## config.mk

```make
export PLATFORM = sky130hd
export DESIGN_NAME = usb_device_protocol_fsm
export DESIGN_NICKNAME = d
export VERILOG_FILES = /design/src/rtl/usb_device_protocol_fsm.sv
export SDC_FILE = /design/constraint.sdc
export NUM_CORES = 1
export LEC_CHECK = 0
export CORE_MARGIN = 4
export CORE_UTILIZATION = 35
export DETAILED_ROUTE_END_ITERATION = 16
export PLACE_DENSITY = 0.68
export SETUP_SLACK_MARGIN = 0.1
export SLEW_MARGIN = 10
export SYNTH_ARGS = -nofsm -noshare
export SYNTH_HDL_FRONTEND = slang
export SYNTH_SLANG_ARGS = --single-unit
```

## constraint.sdc

```tcl
create_clock -name clk -period 5.6 [get_ports clk]
set_input_delay 0.56 -clock clk [delete_from_list [all_inputs] [get_ports clk]]
set_output_delay 0.56 -clock clk [all_outputs]
set_load 0.05 [all_outputs]
```

## src/rtl/usb_device_protocol_fsm.sv

```systemverilog
// USB device-side transaction engine for one endpoint: OUT/IN token handling, ACK/NAK handshakes,
// DATA0 retransmission on NAK, bad CRC or timeout, and abandonment after MAX_TRIES attempts. All outputs registered.
module usb_device_protocol_fsm #(
  parameter logic [6:0] DEV_ADDR  = 7'd5,
  parameter logic [3:0] DEV_ENDP  = 4'd4,
  parameter logic [3:0] MAX_TRIES = 4'd8,
  parameter logic [7:0] TIMEOUT   = 8'd255
) (
  input  logic        clk,
  input  logic        rst,
  input  logic        pkt_valid,
  input  logic [3:0]  pid_in,
  input  logic [6:0]  addr_in,
  input  logic [3:0]  endp_in,
  input  logic        crc_ok,
  input  logic [63:0] data_in,
  input  logic        app_data_valid,
  input  logic [63:0] app_data,
  output logic        tx_valid,
  output logic [3:0]  pid_out,
  output logic [4:0]  crc_type,
  output logic [63:0] data_out,
  output logic [63:0] rx_data,
  output logic        rx_valid,
  output logic        app_data_taken,
  output logic        success,
  output logic        failure
);

  localparam logic [3:0] PID_OUT   = 4'b0001;
  localparam logic [3:0] PID_IN    = 4'b1001;
  localparam logic [3:0] PID_DATA0 = 4'b0011;
  localparam logic [3:0] PID_ACK   = 4'b0010;
  localparam logic [3:0] PID_NAK   = 4'b1010;
  localparam logic [4:0] CRC_HS    = 5'd5;
  localparam logic [4:0] CRC_DATA  = 5'd16;

  typedef enum logic [1:0] {S_IDLE, S_OUT_WAIT, S_IN_SEND, S_IN_WAIT} state_t;

  state_t      r_state, w_state;
  logic [7:0]  r_clk_count, w_clk_count;
  logic [3:0]  r_tries, w_tries;
  logic        w_tx_valid, w_rx_valid, w_app_data_taken, w_success, w_failure, w_retx;
  logic [3:0]  w_pid_out;
  logic [4:0]  w_crc_type;
  logic [63:0] w_data_out, w_rx_data;
  logic        w_match, w_token, w_timeout, w_exhausted;

  assign w_match     = pkt_valid & crc_ok & (addr_in == DEV_ADDR) & (endp_in == DEV_ENDP);
  assign w_token     = (pid_in == PID_OUT) | (pid_in == PID_IN);
  assign w_timeout   = (r_clk_count == TIMEOUT);
  assign w_exhausted = (r_tries == MAX_TRIES);

  always_ff @(posedge clk or posedge rst) begin
    if (rst) begin
      r_state        <= S_IDLE;
      r_clk_count    <= '0;
      r_tries        <= '0;
      tx_valid       <= 1'b0;
      pid_out        <= '0;
      crc_type       <= '0;
      data_out       <= '0;
      rx_data        <= '0;
      rx_valid       <= 1'b0;
      app_data_taken <= 1'b0;
      success        <= 1'b0;
      failure        <= 1'b0;
    end else begin
      r_state        <= w_state;
      r_clk_count    <= w_clk_count;
      r_tries        <= w_tries;
      tx_valid       <= w_tx_valid;
      pid_out        <= w_pid_out;
      crc_type       <= w_crc_type;
      data_out       <= w_data_out;
      rx_data        <= w_rx_data;
      rx_valid       <= w_rx_valid;
      app_data_taken <= w_app_data_taken;
      success        <= w_success;
      failure        <= w_failure;
    end
  end

  always_comb begin
    w_state          = r_state;
    w_clk_count      = r_clk_count;
    w_tries          = r_tries;
    w_tx_valid       = 1'b0;
    w_pid_out        = pid_out;
    w_crc_type       = crc_type;
    w_data_out       = data_out;
    w_rx_data        = rx_data;
    w_rx_valid       = 1'b0;
    w_app_data_taken = 1'b0;
    w_success        = 1'b0;
    w_failure        = 1'b0;
    w_retx           = 1'b0;
    case (r_state)
      S_IDLE: begin
        w_clk_count = '0;
        w_tries     = '0;
        if (w_match && pid_in == PID_OUT)     w_state = S_OUT_WAIT;
        else if (w_match && pid_in == PID_IN) w_state = S_IN_SEND;
      end
      S_OUT_WAIT: begin
        if (w_exhausted) begin
          w_failure = 1'b1;
          w_state   = S_IDLE;
        end else if (pkt_valid) begin
          if (pid_in == PID_DATA0 && crc_ok) begin
            w_tx_valid = 1'b1;
            w_pid_out  = PID_ACK;
            w_crc_type = CRC_HS;
            w_rx_data  = data_in;
            w_rx_valid = 1'b1;
            w_success  = 1'b1;
            w_state    = S_IDLE;
          end else if (pid_in == PID_DATA0) begin
            w_tx_valid  = 1'b1;
            w_pid_out   = PID_NAK;
            w_crc_type  = CRC_HS;
            w_tries     = r_tries + 4'd1;
            w_clk_count = '0;
          end else if (w_token) begin
            w_clk_count = '0;
          end
        end else if (w_timeout) begin
          w_tries     = r_tries + 4'd1;
          w_clk_count = '0;
        end else begin
          w_clk_count = r_clk_count + 8'd1;
        end
      end
      S_IN_SEND: begin
        w_tx_valid = 1'b1;
        if (app_data_valid) begin
          w_pid_out   = PID_DATA0;
          w_crc_type  = CRC_DATA;
          w_data_out  = app_data;
          w_clk_count = '0;
          w_state     = S_IN_WAIT;
        end else begin
          w_pid_out  = PID_NAK;
          w_crc_type = CRC_HS;
          w_state    = S_IDLE;
        end
      end
      S_IN_WAIT: begin
        // Corrupted packets of any kind count as a failed delivery, ahead of PID decode
        if (w_exhausted) begin
          w_failure = 1'b1;
          w_state   = S_IDLE;
        end else if (pkt_valid) begin
          if (!crc_ok || pid_in == PID_NAK) begin
            w_retx = 1'b1;
          end else if (pid_in == PID_ACK) begin
            w_app_data_taken = 1'b1;
            w_success        = 1'b1;
            w_state          = S_IDLE;
          end else if (w_token) begin
            w_clk_count = '0;
          end
        end else if (w_timeout) begin
          w_retx = 1'b1;
        end else begin
          w_clk_count = r_clk_count + 8'd1;
        end
      end
      default: w_state = S_IDLE;
    endcase
    if (w_retx) begin
      w_tx_valid  = 1'b1;
      w_pid_out   = PID_DATA0;
      w_crc_type  = CRC_DATA;
      w_tries     = r_tries + 4'd1;
      w_clk_count = '0;
    end
  end

endmodule

```

==> results by stage <==
Outcome:
- The run finished with clean final reports.

Power and ir drop:
- Dividing total power by cell area gives a power density of 509 nW/um^2.
- For this design the static power due to leakage is 4.41 nW.
- Across the VDD grid, the largest voltage drop is 0.000357 V.

Floorplanning:
- The floorplan has 49 rows.
- In this run the standard cell core region covers 18,000 sq um.
- The die extent in x is 143 um.
- The die covers 20,500 sq um.
- The count of pins on the block boundary is 290.
- The initial utilization of the core area, before any placement, comes to 35.5%.
- Measured along the y axis, the die boundary spans 143 um.

Synthesis:
- The cell area that synthesis handed to floorplanning was 6380 sq um.
- The primary flip-flop cell chosen by synthesis mapping is dfrtp_1.
- In this run, synthesis inferred 0 flip-flops with an integrated enable.
- After synthesis the netlist holds a flip-flop and latch count of 151.
- The yosys synthesis warning count is 0.
- After synthesis, the share of flip-flops with an asynchronous set or reset is 100%.
- The count of distinct cell types in the synthesized netlist is 57.
- Synthesis produced a netlist whose cell count is 456.
- In this run the mean area of a mapped cell was 14.0 sq um.
- Sequential cells were found to cover 59.2% of the synthesized design area.

Timing:
- The final sum of negative setup slack is 0 ps.
- In this run the tightest slew margin relative to its limit is 29.5%.
- Setup repair after global routing left no endpoint under its margin.
- The minimum clock period is 2810 ps.
- Static timing analysis puts the maximum clock frequency at 0.356 GHz.
- The number of failing hold endpoints at the final stage came to 0.
- The final count of pins violating max slew is 0.
- Setup violations remaining at the end of the flow were counted as 0.
- The slew at the pin with the worst max-slew slack is 1060 ps.
- On the final layout, the worst clock skew is 8.61 ps.
- The worst hold slack is 470 ps.
- In the finished design, the share of the clock period the worst path needs comes to 50.1%.

CTS:
- The number of post-CTS setup repair buffers is 0.
- The largest buffer count on any clock path is 2.
- After clock tree synthesis, the clock-pin slew on the worst setup and hold paths is 70 ps.
- Clock latency on the worst-skew pair, taken at its later pin, is 410 ps.
- The TritonCTS clock tree is yes.
- The number of hold buffers added after cts is 0.
- For this design, the sink count on the clock tree is 151.
- The number of buffers added by the clock tree synthesis step is 17.
- The maximum level of the CTS H-tree is 4.
- Gates resized during post-CTS repair numbered 0.
- The clock root buffer master is clkbuf_16.

Routing:
- After detailed routing, the number of remaining DRC violations is 0.
- For this block, the via count after detailed routing is 4,778.
- For this run, the detailed router's first-pass iteration total came to 4.
- Wires add up to 17,700 um.
- The average vias per placed instance is 4.86.
- The violation count after the first detailed-routing iteration is 196.
- After detailed routing, the average wire length per cell comes to 17.9 um.
- The remaining number of nets flagged by the antenna check after routing is 0.

Critical path:
- The critical path start-end classification is flip-flop to flip-flop.
- Data arrives at the worst endpoint at 3110 ps.
- STA classifies the critical path endpoint as a flip-flop.
- STA classifies the critical path startpoint as a flip-flop.
- The highest net fanout along the worst path is 36.
- The setup slack of the worst register-to-register path is 2790 ps.
- For the worst setup path, the data required time is 5900 ps.

Layout:
- Leaving out fill and tap cells, the most frequent cells in the layout are clkdlybuf4s50_1 (286), dfrtp_1 (151), mux2_2 (119).
- The share of post-route cells with drive strength above 1 is 22.0%.
- The synthesis-to-layout area growth is 57.2%.
- The number of nets at the end of the flow is 899.
- The finished layout holds 984 standard cells, fillers aside.
- Leaving out fill and tap cells, the most frequent cell in the layout is clkdlybuf4s50_1.
- The diode insertion count for antenna repair is 0.

Place:
- The wire-length estimate of the detail-placed layout is 13,400 um.
- The number of port buffers is 286.
- Routability-driven placement finished with a final weighted congestion of 0.858.
- Once placement completed, the tool counted placed cells totaling 953.

GRT:
- The initial antenna violation count is 0.
- Global routing used 17.1% of the available tracks.
- The remaining global-route overflow is 0.
- The wire length of the first global-routing pass is 27,500 um.
- The pin count of the biggest net entering global routing is 114.
- The via count of the first global-routing pass was 5,160.

Job:
- The number of max-cap violations is 0.

Hold path:
- The worst hold path belongs to the class flip-flop to flip-flop.
report_power, final:
group	switching [W]	leakage, nW	internal (W)
Sequential	0.000170	1.94	0.00139
Clock	0.000463	0.286	0.000675
Combinational	0.00150	2.18	0.000906
Total	0.00214	4.41	0.00297
sequential cells by signal, indices dropped and copies added, names as in the netlist:
register / flops
rx_data: 64
success: 1
r_tries: 4
tx_valid: 1
r_clk_count: 8
failure: 1
crc_type: 1
data_out: 64
pid_out: 3
app_data_taken: 1
rx_valid: 1
r_state: 2
cell type report:
| cell class | instances | area [sq um] |
|---|---|---|
| Multi-Input combinational cell | 275 | 2460 |
| Tap cell | 229 | 287 |
| Sequential cell | 151 | 3780 |
| Inverter | 9 | 38.8 |
| Timing Repair Buffer | 289 | 2890 |
| Clock buffer | 19 | 443 |
| Clock inverter | 12 | 145 |
| Fill cell | 1488 | 7930 |
layer usage:
metal	global-route usage (%)	wire [um]	vias up
li1	-	-	2221
met1	19.7	6760	2332
met2	28.5	8740	208
met3	7.77	1940	17
met4	5.00	223	0
met5	0	0	-
critical path, cell delays in order (launching register included):
cell,delay (ps)
dfrtp_1,400
inv_1,130
ha_1,550
nand3_1,200
or2_2,620
buf_4,400
mux2_1,360
cell usage after synthesis (all sizes together) (4+ instances only):
master	n	share of area (%)
mux2	132	23
ha	8	1.6
o21ai	10	0.78
nand2b	6	0.59
a21oi	12	1.0
and3	7	0.69
nor2	17	1.0
o211ai	4	0.55
o22ai	4	0.39
inv	9	0.53
nor2b	4	0.39
buf	18	1.6
nand3	6	0.47
o2bb2ai	5	0.69
clkbuf	5	0.29
nand2	9	0.53
dfrtp	151	59
worst paths after layout:
check | cells past startpoint | endpoint | from
hold / removal | 1 | pid_out[1] | pid_out[1]
min in group asynchronous | 2 | rx_data[27] | rst
setup reg to reg | 6 | rx_data[41] | r_state[1]
setup / recovery | 6 | rx_data[41] | r_state[1]
hold reg to reg | 1 | pid_out[1] | pid_out[1]
max in group asynchronous | 3 | rx_data[37] | rst
per-stage QoR:
stage	total power, W	cell area, sq um	utilization (%)	worst slack (ps)
finish	0.00511	10000	55.9	2790
CTS	0.00517	10000	55.9	2790
floorplan	0.00314	6390	-	975
global placement	0.00396	9450	52.6	2490
global route	0.00535	10000	55.9	2600
detailed placement	0.00400	9450	52.6	2400
cells by family (layout without fill, tap and decap cells):
group / count (synthesis) / after routing / share of synthesized area (%)
buf+inv: 32 / 329 / 2.43
fa+ha+maj: 8 / 8 / 1.57
flops: 151 / 151 / 59.2
other cells: 1 / 3 / 0.0587
compound gates: 58 / 58 / 6.55
mux: 133 / 133 / 23.4
simple gates: 73 / 73 / 6.76
Note: power is estimated with default switching activity, not from simulation.
